--- src/rtl/s_axis_win_rx_pkg.sv ---
// Shared state type, default parameters and the planar reorder helper for s_axis_win_rx.
// The planar reorder is only used when PLANAR_OUT_EN is defined.
package s_axis_win_pkg;

  localparam int DEF_DATA_W = 32;
  localparam int DEF_PIX_W  = 24;
  localparam int DEF_CH     = 3;
  localparam int DEF_WIN    = 3;
  localparam int DEF_LINE_W = 960;
  localparam int DEF_CNT_W  = 10;
  localparam int DEF_LCNT_W = 10;

  localparam int MAX_WORD_W = 1024;

  typedef enum logic {
    FILL   = 1'b0,
    STREAM = 1'b1
  } state_e;

  // Pixel-major word (oldest pixel in the MSBs) -> channel-major word,
  // MSB channel first, each channel's samples ordered oldest to newest.
  function automatic logic [MAX_WORD_W-1:0] planar_reorder(
    input logic [MAX_WORD_W-1:0] word,
    input int                    pix_w,
    input int                    ch,
    input int                    win
  );
    logic [MAX_WORD_W-1:0] res;
    int sw;
    int src;
    int dst;
    res = '0;
    sw  = pix_w / ch;
    for (int p = 0; p < win; p++) begin
      for (int c = 0; c < ch; c++) begin
        for (int b = 0; b < sw; b++) begin
          src = (win - 1 - p) * pix_w + (ch - 1 - c) * sw + b;
          dst = (ch - 1 - c) * win * sw + (win - 1 - p) * sw + b;
          res[dst] = word[src];
        end
      end
    end
    return res;
  endfunction

endpackage

--- src/rtl/s_axis_win_rx_if.sv ---
// AXI4-Stream beat bundle carrying the DMA MM2S pixel stream into s_axis_win_rx.
interface s_axis_win_rx_if
  import s_axis_win_pkg::*;
#(
  parameter int DATA_W = DEF_DATA_W
);

  logic [DATA_W-1:0]   tdata;
  logic [DATA_W/8-1:0] tstrb;
  logic                tlast;
  logic                tvalid;
  logic                tready;

  modport master (
    output tdata, tstrb, tlast, tvalid,
    input  tready
  );

  modport slave (
    input  tdata, tstrb, tlast, tvalid,
    output tready
  );

endinterface

--- src/rtl/s_axis_win_rx_pixel_window_shift.sv ---
// WIN-pixel shift register: new pixels enter at the LSBs, oldest sits in the MSBs.
// A synchronous clear empties the window at each line end; clear beats enable.
module pixel_window_shift
  import s_axis_win_pkg::*;
#(
  parameter int PIX_W = DEF_PIX_W,
  parameter int WIN   = DEF_WIN
) (
  input  logic                 clk,
  input  logic                 rstn,
  input  logic                 en_i,
  input  logic                 clr_i,
  input  logic [PIX_W-1:0]     pix_i,
  output logic [WIN*PIX_W-1:0] win_o
);

  logic [WIN*PIX_W-1:0] win_q;
  logic [WIN*PIX_W-1:0] win_d;

  always_comb begin
    win_d = win_q;
    if (clr_i) begin
      win_d = '0;
    end else if (en_i) begin
      win_d = {win_q[(WIN-1)*PIX_W-1:0], pix_i};
    end
  end

  always_ff @(posedge clk or negedge rstn) begin
    if (!rstn) begin
      win_q <= '0;
    end else begin
      win_q <= win_d;
    end
  end

  assign win_o = win_q;

endmodule

--- src/rtl/s_axis_win_rx.sv ---
// AXI4-Stream pixel receiver that emits one WIN-pixel sliding-window word per accepted beat.
// Define PLANAR_OUT_EN to present out_data channel-major instead of pixel-major.
module s_axis_win_rx
  import s_axis_win_pkg::*;
#(
  parameter int DATA_W = DEF_DATA_W,
  parameter int PIX_W  = DEF_PIX_W,
  parameter int CH     = DEF_CH,
  parameter int WIN    = DEF_WIN,
  parameter int LINE_W = DEF_LINE_W,
  parameter int CNT_W  = DEF_CNT_W,
  parameter int LCNT_W = DEF_LCNT_W
) (
  input  logic                 clk,
  input  logic                 rstn,
  s_axis_win_rx_if.slave       s_axis,
  output logic [WIN*PIX_W-1:0] out_data,
  output logic                 out_valid,
  input  logic                 out_ready,
  output logic                 out_last,
  output logic [LCNT_W-1:0]    line_cnt,
  output logic                 err_early,
  output logic                 err_nolast,
  output logic                 err_short,
  input  logic                 err_clr
);

  localparam int OUT_W  = WIN * PIX_W;
  localparam int KEEP_W = (WIN - 1) * PIX_W;

  if ((PIX_W % CH) != 0 || DATA_W < PIX_W || WIN < 2 || (2 ** CNT_W) <= LINE_W) begin : gParamCheck
    $error("s_axis_win_rx: illegal parameter combination");
  end

  state_e              state_q,    state_d;
  logic [CNT_W-1:0]    pixCnt_q,   pixCnt_d;
  logic [LCNT_W-1:0]   lineCnt_q,  lineCnt_d;
  logic [OUT_W-1:0]    outData_q,  outData_d;
  logic                outValid_q, outValid_d;
  logic                outLast_q,  outLast_d;
  logic                errEarly_q, errEarly_d;
  logic                errNolast_q, errNolast_d;
  logic                errShort_q, errShort_d;

  logic [OUT_W-1:0]    window;
  logic [PIX_W-1:0]    pix;
  logic                acc;
  logic                atLineMax;
  logic                lineEnd;
  logic                unusedBits;

  assign pix           = s_axis.tdata[PIX_W-1:0];
  assign s_axis.tready = (state_q == FILL) | ~outValid_q | out_ready;
  assign acc           = s_axis.tvalid & s_axis.tready;
  assign atLineMax     = (pixCnt_q == CNT_W'(LINE_W - 1));
  assign lineEnd       = acc & (s_axis.tlast | atLineMax);
  assign unusedBits    = ^{s_axis.tstrb, s_axis.tdata, window[OUT_W-1:KEEP_W]};

  pixel_window_shift #(
    .PIX_W (PIX_W),
    .WIN   (WIN)
  ) uWindow (
    .clk   (clk),
    .rstn  (rstn),
    .en_i  (acc),
    .clr_i (lineEnd),
    .pix_i (pix),
    .win_o (window)
  );

  always_comb begin
    state_d     = state_q;
    pixCnt_d    = pixCnt_q;
    lineCnt_d   = lineCnt_q;
    outData_d   = outData_q;
    outValid_d  = outValid_q;
    outLast_d   = outLast_q;
    errEarly_d  = errEarly_q & ~err_clr;
    errNolast_d = errNolast_q & ~err_clr;
    errShort_d  = errShort_q & ~err_clr;

    if (acc) begin
      pixCnt_d = lineEnd ? '0 : pixCnt_q + CNT_W'(1);
    end
    if (lineEnd) begin
      lineCnt_d = lineCnt_q + LCNT_W'(1);
    end
    if (acc && s_axis.tlast && (pixCnt_q < CNT_W'(LINE_W - 1))) begin
      errEarly_d = 1'b1;
    end
    if (acc && atLineMax && !s_axis.tlast) begin
      errNolast_d = 1'b1;
    end

    // A consumed word drops out unless a new beat reloads the register below.
    if (out_ready) begin
      outValid_d = 1'b0;
      outLast_d  = 1'b0;
    end

    case (state_q)
      FILL: begin
        if (lineEnd) begin
          errShort_d = 1'b1;
        end else if (acc && (pixCnt_q == CNT_W'(WIN - 2))) begin
          state_d = STREAM;
        end
      end
      STREAM: begin
        if (acc) begin
          outData_d  = {window[KEEP_W-1:0], pix};
          outValid_d = 1'b1;
          outLast_d  = lineEnd;
          if (lineEnd) begin
            state_d = FILL;
          end
        end
      end
      default: state_d = FILL;
    endcase
  end

  always_ff @(posedge clk or negedge rstn) begin
    if (!rstn) begin
      state_q     <= FILL;
      pixCnt_q    <= '0;
      lineCnt_q   <= '0;
      outData_q   <= '0;
      outValid_q  <= 1'b0;
      outLast_q   <= 1'b0;
      errEarly_q  <= 1'b0;
      errNolast_q <= 1'b0;
      errShort_q  <= 1'b0;
    end else begin
      state_q     <= state_d;
      pixCnt_q    <= pixCnt_d;
      lineCnt_q   <= lineCnt_d;
      outData_q   <= outData_d;
      outValid_q  <= outValid_d;
      outLast_q   <= outLast_d;
      errEarly_q  <= errEarly_d;
      errNolast_q <= errNolast_d;
      errShort_q  <= errShort_d;
    end
  end

`ifdef PLANAR_OUT_EN
  assign out_data = OUT_W'(planar_reorder(MAX_WORD_W'(outData_q), PIX_W, CH, WIN));
`else
  assign out_data = outData_q;
`endif

  assign out_valid  = outValid_q;
  assign out_last   = outLast_q;
  assign line_cnt   = lineCnt_q;
  assign err_early  = errEarly_q;
  assign err_nolast = errNolast_q;
  assign err_short  = errShort_q;

endmodule

--- src/flat_wrapper.sv ---
// flat-port wrapper written by rule: the top's interface ports become plain ports
module s_axis_win_rx_flat import s_axis_win_pkg::*;
#(
  parameter int DATA_W = DEF_DATA_W,
  parameter int PIX_W  = DEF_PIX_W,
  parameter int CH     = DEF_CH,
  parameter int WIN    = DEF_WIN,
  parameter int LINE_W = DEF_LINE_W,
  parameter int CNT_W  = DEF_CNT_W,
  parameter int LCNT_W = DEF_LCNT_W
)
  (clk, rstn, out_data, out_valid, out_ready, out_last, line_cnt, err_early, err_nolast, err_short, err_clr, s_axis_tdata, s_axis_tstrb, s_axis_tlast, s_axis_tvalid, s_axis_tready);
  s_axis_win_rx_if #(.DATA_W(DATA_W)) s_axis_i ();
  input  logic clk;
  input  logic rstn;
  output logic [WIN*PIX_W-1:0] out_data;
  output logic out_valid;
  input  logic out_ready;
  output logic out_last;
  output logic [LCNT_W-1:0] line_cnt;
  output logic err_early;
  output logic err_nolast;
  output logic err_short;
  input  logic err_clr;
  input wire logic [$bits(s_axis_i.tdata)-1:0] s_axis_tdata;
  input wire logic [$bits(s_axis_i.tstrb)-1:0] s_axis_tstrb;
  input wire logic [$bits(s_axis_i.tlast)-1:0] s_axis_tlast;
  input wire logic [$bits(s_axis_i.tvalid)-1:0] s_axis_tvalid;
  output wire logic [$bits(s_axis_i.tready)-1:0] s_axis_tready;
  assign s_axis_i.tdata = s_axis_tdata;
  assign s_axis_i.tstrb = s_axis_tstrb;
  assign s_axis_i.tlast = s_axis_tlast;
  assign s_axis_i.tvalid = s_axis_tvalid;
  assign s_axis_tready = s_axis_i.tready;
  s_axis_win_rx #(.DATA_W(DATA_W), .PIX_W(PIX_W), .CH(CH), .WIN(WIN), .LINE_W(LINE_W), .CNT_W(CNT_W), .LCNT_W(LCNT_W)) u_core (.clk(clk), .rstn(rstn), .s_axis(s_axis_i), .out_data(out_data), .out_valid(out_valid), .out_ready(out_ready), .out_last(out_last), .line_cnt(line_cnt), .err_early(err_early), .err_nolast(err_nolast), .err_short(err_short), .err_clr(err_clr));
endmodule
--- config.mk ---
export PLATFORM = sky130hd
export DESIGN_NAME = s_axis_win_rx_flat
export DESIGN_NICKNAME = d
export VERILOG_FILES = /design/src/rtl/s_axis_win_rx_pkg.sv /design/src/rtl/s_axis_win_rx_if.sv /design/src/rtl/s_axis_win_rx_pixel_window_shift.sv /design/src/rtl/s_axis_win_rx.sv /design/src/flat_wrapper.sv
export SDC_FILE = /design/constraint.sdc
export NUM_CORES = 1
export LEC_CHECK = 0
export CAP_MARGIN = 20
export CORE_MARGIN = 2
export CORE_UTILIZATION = 30
export DETAILED_ROUTE_END_ITERATION = 8
export GPL_ROUTABILITY_DRIVEN = 0
export PLACE_DENSITY = 0.58
export RECOVER_POWER = 100
export SLEW_MARGIN = 20
export SYNTH_ARGS = -nofsm -noshare
export SYNTH_HDL_FRONTEND = slang
export SYNTH_SLANG_ARGS = --single-unit
--- constraint.sdc ---
create_clock -name clk -period 1.9 [get_ports clk]
set_input_delay 0.19 -clock clk [delete_from_list [all_inputs] [get_ports clk]]
set_output_delay 0.19 -clock clk [all_outputs]
set_load 0.005 [all_outputs]
==> results of run 1 <==
## cells in the mapped netlist, drive strengths merged (5+ instances only)
master and number:
mux2 74, o21ai 6, nand2 11, a22o 48
xor2 13, buf 19, nor3 5, nor2 7
inv 5, nand4 7, and2 5, dfrtp 146
nand3 6
## through the flow
step | instances | area [µm²] | power, µW | utilization
final | 763 | 7750 | 10400 | 0.414
after global routing | 763 | 7750 | 11000 | 0.414
after CTS | 762 | 7800 | 10900 | 0.417
after detailed placement | 730 | 7230 | 7630 | 0.386
after global placement | 730 | 7230 | 7520 | 0.386
after floorplan | 384 | 5730 | 5560 | -
## sequential cells by signal, summed over array words and instances (netlist names)
register,flops
u_core.out_data,72
u_core.uWindow.win_o,48
u_core.line_cnt,10
u_core.pixCnt_q,10
u_core.err_early,1
u_core.err_nolast,1
u_core.err_short,1
u_core.out_last,1
u_core.out_valid,1
u_core.state_q,1
## power breakdown
group	total [µW]	internal, µW	switching, µW
clock	3210	1940	1270
sequential	4510	3990	517
combinational	2660	1670	990
## logic make-up (layout without fill, tap and decap cells)
family          count (synthesis)  in the layout  synth area share
compound gates                 66             66            0.0955
xor+xnor                       13             13            0.0199
fa+ha+maj                       3              3           0.00655
buf+inv                        28            172            0.0360
flops                         146            146             0.638
mux                            74             74             0.145
simple gates                   54             55            0.0588
## worst max-delay path by stage
stage               slack [ns]  cells after the start                from                        to
floorplan                 0.32                      7  u_core.pixCnt_q[0]  u_core.uWindow.win_o[41]
global placement          0.02                      5           out_ready  u_core.uWindow.win_o[27]
detailed placement       -0.02                      5           out_ready   u_core.uWindow.win_o[1]
CTS                       0.02                      5  u_core.pixCnt_q[1]   u_core.uWindow.win_o[1]
global route              0.04                      5    u_core.out_valid       u_core.out_data[59]
finish                    0.14                      3    u_core.out_valid             s_axis_tready
## repair_timing
item	in CTS	in global routing
hold buffers	1	0
endpoints found under the setup margin	0	48
hold endpoints to repair	95	0
resized for setup	0	1
## layout make-up
class,instances,area [µm²],share of cell area
multi-input cells,211,1860,0.240
inverters,5,18.8,0.00242
flip-flops and latches,146,3650,0.472
well taps,234,293,0.0378
clock buffers,20,447,0.0577
repair buffers,136,1360,0.175
clock inverters,11,114,0.0147
## metal layers
layer,routed length [µm],vias to the layer above,share of wire,global-route usage
li1,-,1678,-,-
met1,5720,1855,0.45,0.170
met2,6140,97,0.48,0.205
met3,723,23,0.056,0.0421
met4,276,0,0.021,0.0595
met5,0,-,0,0
## worst register-to-register path: stages, from the launching register on
cell and delay, ns:
dfrtp_1 0.38, nand3b_2 0.12, and2_4 0.22, nand2_4 0.09, buf_4 0.41, mux2_2 0.41
==> summary.txt, run 1 <==
Cells and area
  • Filler cell count: between 1,500 and 2,000
  • Most frequent cells in the layout: dfrtp_1 (146), dlygate4sd3_1 (88), mux2_1 (58), a22o_1 (48), clkdlybuf4s50_1 (29)
  • Commonest non-fill, non-tap cell in the layout: dfrtp_1
  • Share of post-route cells with drive strength above 1: 0.138
  • Inserted Diodes: 0
  • Number of nets in the layout: 562
  • Synth-to-layout area growth: 35.3%

Synthesis
  • Ys flop type: dfrtp_1
  • Sequential area share after synthesis: 0.638
  • Syn. warnings: 0
  • Cell area after synthesis: 5730 µm²
  • Synthesis-stage register bit count: 146
  • Post-synth top area share: 0.638
  • Area leader, netlist: dfrtp_1
  • Avg Inst Size Synth: 14.9 µm²
  • Ys async rst share: 1.00
  • Post-synth cell types: 40
  • Cells after Synth: about 380
  • Syn Nets: approximately 430
  • Post-synth EDFFs: 0
  • Top cells by area, synth: dfrtp_1 (64%), mux2_1 (11%), a22o_1 (7.3%)

CTS
  • Number of CTS-inserted buffers: 17
  • Clock buffer depth: 2
  • Postcts setup bufs: 0
  • Worst-path clk slew: 0.06 ns
  • Htree depth: 4
  • Clock Latency Late Sink: around 0.42 ns
  • CTS tree: yes
  • Num Clock Sinks: 146
  • Root Driver: clkbuf_16

STA
  • Final hold vios: 0
  • Worst-Margin Slew: between 0.7 and 0.8 ns
  • Period utilisation layout: 0.928
  • Setup violations, final: 0
  • Worst slew margin: 0.483
  • Final setup margin: 0.136 ns
  • Final Critical Period: 1.76 ns
  • Max Freq: 0.567 GHz
  • Setup TNS: 0 ns
  • Hold Slack: 0.384 ns
  • Slew Viols, Final: 0
  • RSZ-0062 raised after global routing: no
  • Clock Skews: approximately 0.011 ns

Place
  • DP HPWL: around 8.4 mm
  • Worst slack, placed: -0.0207 ns
  • Port bufs: 117

Worst setup path
  • WP data arrival: 1.57 ns
  • Worst Reg2Reg Path Length in Cells: 5
  • R2r startpoint: u_core.out_valid
  • Setup crit end kind: output pin
  • Slowest cell on the critical path: clkdlybuf4s50_1
  • Maximum fanout along the worst path: 8
  • Crit-path max cell delay: roughly 0.50 ns
  • R2r setup slk: roughly 0.15 ns
  • Reg2Reg Capture Point: u_core.out_data[63]
  • Setup crit start kind: flip-flop
  • CP cell instances: nand3b_2, buf_12, clkdlybuf4s50_1
  • Kind of cell adding the most delay to the critical path: buffers and inverters
  • Critical path class: reg2out
  • Crit path buffers/inverters: 2
  • Worst EP required: 1.71 ns

Floorplanning
  • Starting Density: 0.306
  • Core ar.: 18,700 µm²
  • Die width: 142 µm
  • Die area: 20,200 µm²
  • # rows: 50
  • I/O Pins: 130
  • Die height: 142 µm

Route
  • Via-to-Cell Ratio: 4.79
  • DRT iter0 DRCs: about 150
  • Via count: 3,653
  • Final WL: between 10 and 15 mm
  • Antenna Nets Post-Route: 0
  • # DRC: 0
  • Per-cell routed wire length: 16.9 µm
  • DRT Pass-1 Iters: 4

GRT
  • Global-route wire length before repair: 20.7 mm
  • Number of global-route vias before repair: 3,896
  • Total Routing Usage GR: 0.132
  • Maximum number of pins on one net before global-route repair: 59
  • Grt ovf: 0
  • Initial antenna violation count: 0

Power and ir drop
  • Max VDD drop: 0.665 mV
  • Lkg Pwr: 0.00367 µW
  • Power Density: 1340 nW/µm²

Flow run
  • Max-cap viol count: 0

Status
  • Status: complete, no violations

Worst hold path
  • Min-Delay Path Class: in2async
(Power assumes the default switching activity.)
==> run 2, diff against run 1 <==
--- a/config.mk
+++ b/config.mk
@@ -6,7 +6,7 @@
 export NUM_CORES = 1
 export LEC_CHECK = 0
 export CAP_MARGIN = 20
-export CORE_MARGIN = 2
+export CORE_MARGIN = 3
 export CORE_UTILIZATION = 30
 export DETAILED_ROUTE_END_ITERATION = 8
 export GPL_ROUTABILITY_DRIVEN = 0
@@ -16,3 +16,4 @@
 export SYNTH_ARGS = -nofsm -noshare
 export SYNTH_HDL_FRONTEND = slang
 export SYNTH_SLANG_ARGS = --single-unit
+export TNS_END_PERCENT = 30
==> summary.txt, run 2 (same netlist as run 1, synthesis figures left out) <==
Worst setup path
  • Kind of cell adding the most delay to the critical path: simple AND/OR/NAND/NOR gates
  • Crit-path max cell delay: 0.41 ns (-0.09 ns)
  • CP cell instances: nand3b_4, and2_4, nand2_1, buf_12, mux2_1
  • Maximum fanout along the worst path: 26 (+18)
  • R2r startpoint: u_core.out_valid
  • Setup crit start kind: flip-flop
  • Setup crit end kind: flip-flop
  • Crit. Startpoint: u_core.out_valid
  • Crit path buffers/inverters: 1 (-1)
  • WP data arrival: 2.05 ns (+0.48 ns)
  • Worst EP required: 2.18 ns (+0.47 ns)
  • Slowest cell on the critical path: dfrtp_1
  • Critical path class: reg2reg

Floorplanning
  • # rows: 49 (-2.0%)
  • Core ar.: 18,300 µm² (-2.0%)
  • Starting Density: 0.312 (+0.00625)
  • Die area: 20,800 µm² (+2.8%)
  • I/O Pins: 130 (unchanged)
  • Die width: 144 µm (+1.4%)
  • Die height: 144 µm (+1.4%)

CTS
  • Worst-path clk slew: 0.06 ns (about the same)
  • Number of CTS-inserted buffers: 17 (unchanged)
  • Root Driver: clkbuf_16
  • Htree depth: 4 (unchanged)
  • Num Clock Sinks: 146 (unchanged)
  • Clock buffer depth: 2 (unchanged)
  • Clock Latency Late Sink: 0.41 ns (about the same)
  • Post-CTS sizing: 0 (unchanged)
  • CTS tree: yes
  • Postcts setup bufs: 0 (unchanged)

Route
  • DRT iter0 DRCs: 151 (+4.1%)
  • Antenna Nets Post-Route: 0 (unchanged)
  • DRT Pass-1 Iters: 4 (unchanged)
  • # DRC: 0 (unchanged)
  • Per-cell routed wire length: 15.8 µm (-6.2%)
  • Via-to-Cell Ratio: 4.76 (-0.67%)
  • Final WL: 12.0 mm (-6.9%)
  • Via count: 3,600 (-1.5%)

Power and ir drop
  • Max VDD drop: 0.582 mV (-12%)
  • Clock network fraction of total power: 0.330 (+0.020)
  • Switching share of total power: 0.259 (-0.00903)
  • P_sw: 2760 µW (-0.65%)
  • Internal power: 7910 µW (+4.1%)
  • Power Density: 1360 nW/µm² (+1.8%)
  • Flop pwr share: 0.422 (-0.012)
  • Lkg Pwr: 0.00370 µW (+0.79%)
  • Comb power frac: 0.248 (-0.008)

Cells and area
  • Commonest non-fill, non-tap cell in the layout: dfrtp_1
  • Inserted Diodes: 0 (unchanged)
  • Synth-to-layout area growth: 36.6%
  • Share of post-route cells with drive strength above 1: 0.134 (-0.00353)
  • Max FFs per register: 72 (unchanged)
  • Number of nets in the layout: 560 (-0.36%)
  • Most frequent cells in the layout: dfrtp_1 (146), dlygate4sd3_1 (89), mux2_1 (58), a22o_1 (48), clkdlybuf4s50_1 (28)

STA
  • Hold Slack: 0.402 ns (+0.0174 ns)
  • Max Freq: 0.565 GHz (-0.37%)
  • Worst slew margin: 0.290 (-0.193)
  • Worst-Margin Slew: 1.07 ns (+0.289 ns)
  • Period utilisation layout: 0.932 (+0.00347)
  • Final Critical Period: 1.77 ns (+0.00659 ns)
  • Clock Skews: 0.0116 ns (+0.000627 ns)
  • Setup TNS: 0 ns (unchanged)
  • Final hold vios: 0 (unchanged)
  • Slew Viols, Final: 0 (unchanged)
  • RSZ-0062 raised after global routing: no
  • Setup violations, final: 0 (unchanged)

GRT
  • Global-route wire length before repair: 20.0 mm (-3.5%)
  • Total Routing Usage GR: 0.122 (-0.0105)
  • Initial antenna violation count: 0 (unchanged)
  • Number of global-route vias before repair: 3,759 (-3.5%)
  • Maximum number of pins on one net before global-route repair: 80 (+36%)
  • Grt ovf: 0 (unchanged)

Status
  • Status: complete, no violations

Worst hold path
  • Min-Delay Path Class: in2reg
  • Worst Hold Launch: s_axis_tdata[6]

Place
  • DP HPWL: 8.33 mm (-0.66%)
  • Port bufs: 117 (unchanged)

Flow run
  • Max-cap viol count: 0 (unchanged)
==> run 2: cell count changes in the layout (fill, tap and decap cells not counted), moves of 2 or more <==
| cell | previous run | this run |
|---|---|---|
| clkbuf_4 | 0 | 2 |
| nand2_1 | 9 | 11 |
| buf_4 | 8 | 5 |
| bufinv_16 | 2 | 4 |
| inv_6 | 0 | 2 |
| buf_12 | 5 | 7 |
| clkbuf_2 | 4 | 2 |
| clkinv_2 | 6 | 2 |
==> run 2: final cells by class <==
| class | instances | area (µm²) |
|---|---|---|
| fill | 1647 | 10500 |
| sequential | 146 | 3650 |
| multi-input combinational | 210 | 1860 |
| timing repair buffer | 135 | 1380 |
| clock buffer | 20 | 447 |
| tap | 229 | 287 |
| clock inverter | 12 | 179 |
| inverter | 5 | 18.8 |
==> run 2: repair_timing <==
action | CTS | global route
endpoints found under the setup margin | 0 | 0
hold buffers | 1 | 0
hold endpoints to repair | 146 | 0
==> run 2: path summary, 6_finish.rpt <==
kind	endpoint	slack [ns]	cells past startpoint
setup reg to reg	u_core.out_data[21]	0.13	5
hold / removal	u_core.uWindow.win_o[6]	0.40	2
max in group asynchronous	u_core.out_data[41]	0.54	3
min in group asynchronous	u_core.out_data[2]	0.60	3
setup / recovery	u_core.out_data[21]	0.13	5
hold reg to reg	u_core.line_cnt[9]	0.47	1
==> run 2: worst reg2reg max path: cells and delay by family, from the launching register on <==
| family | cells | cell delay (ns) |
|---|---|---|
| buffers and inverters | 1 | 0.24 |
| flip-flops | 1 | 0.41 |
| multiplexers | 1 | 0.36 |
| AND/OR/NAND/NOR | 3 | 0.62 |
==> run 2: metal layers <==
metal,routed length (µm),vias up,track usage
li1,-,1672,-
met3,618,6,0.0413
met1,5540,1843,0.156
met4,120,0,0.0403
met2,5700,79,0.194
met5,0,-,0
==> run 2: power by group through the flow <==
stage	Clock [µW]	Combinational (µW)	Sequential, µW
after global placement	0	2980	4570
after floorplan	0	981	4580
final	3530	2640	4500
after global routing	3800	2910	4650
after CTS	3630	3040	4560
after detailed placement	0	3020	4610
==> run 2: through the flow <==
step | utilization | instance area (µm²) | total power, µW | std cells | worst slack, ns
2_1_floorplan | - | 5730 | 5560 | 384 | 0.317
5_1_grt | 0.427 | 7830 | 11400 | 757 | 0.0407
3_3_place_gp | 0.395 | 7250 | 7540 | 724 | 0.0495
3_5_place_dp | 0.395 | 7250 | 7630 | 724 | 0.0128
4_1_cts | 0.430 | 7890 | 11200 | 757 | 0.147
6_report | 0.427 | 7830 | 10700 | 757 | 0.129
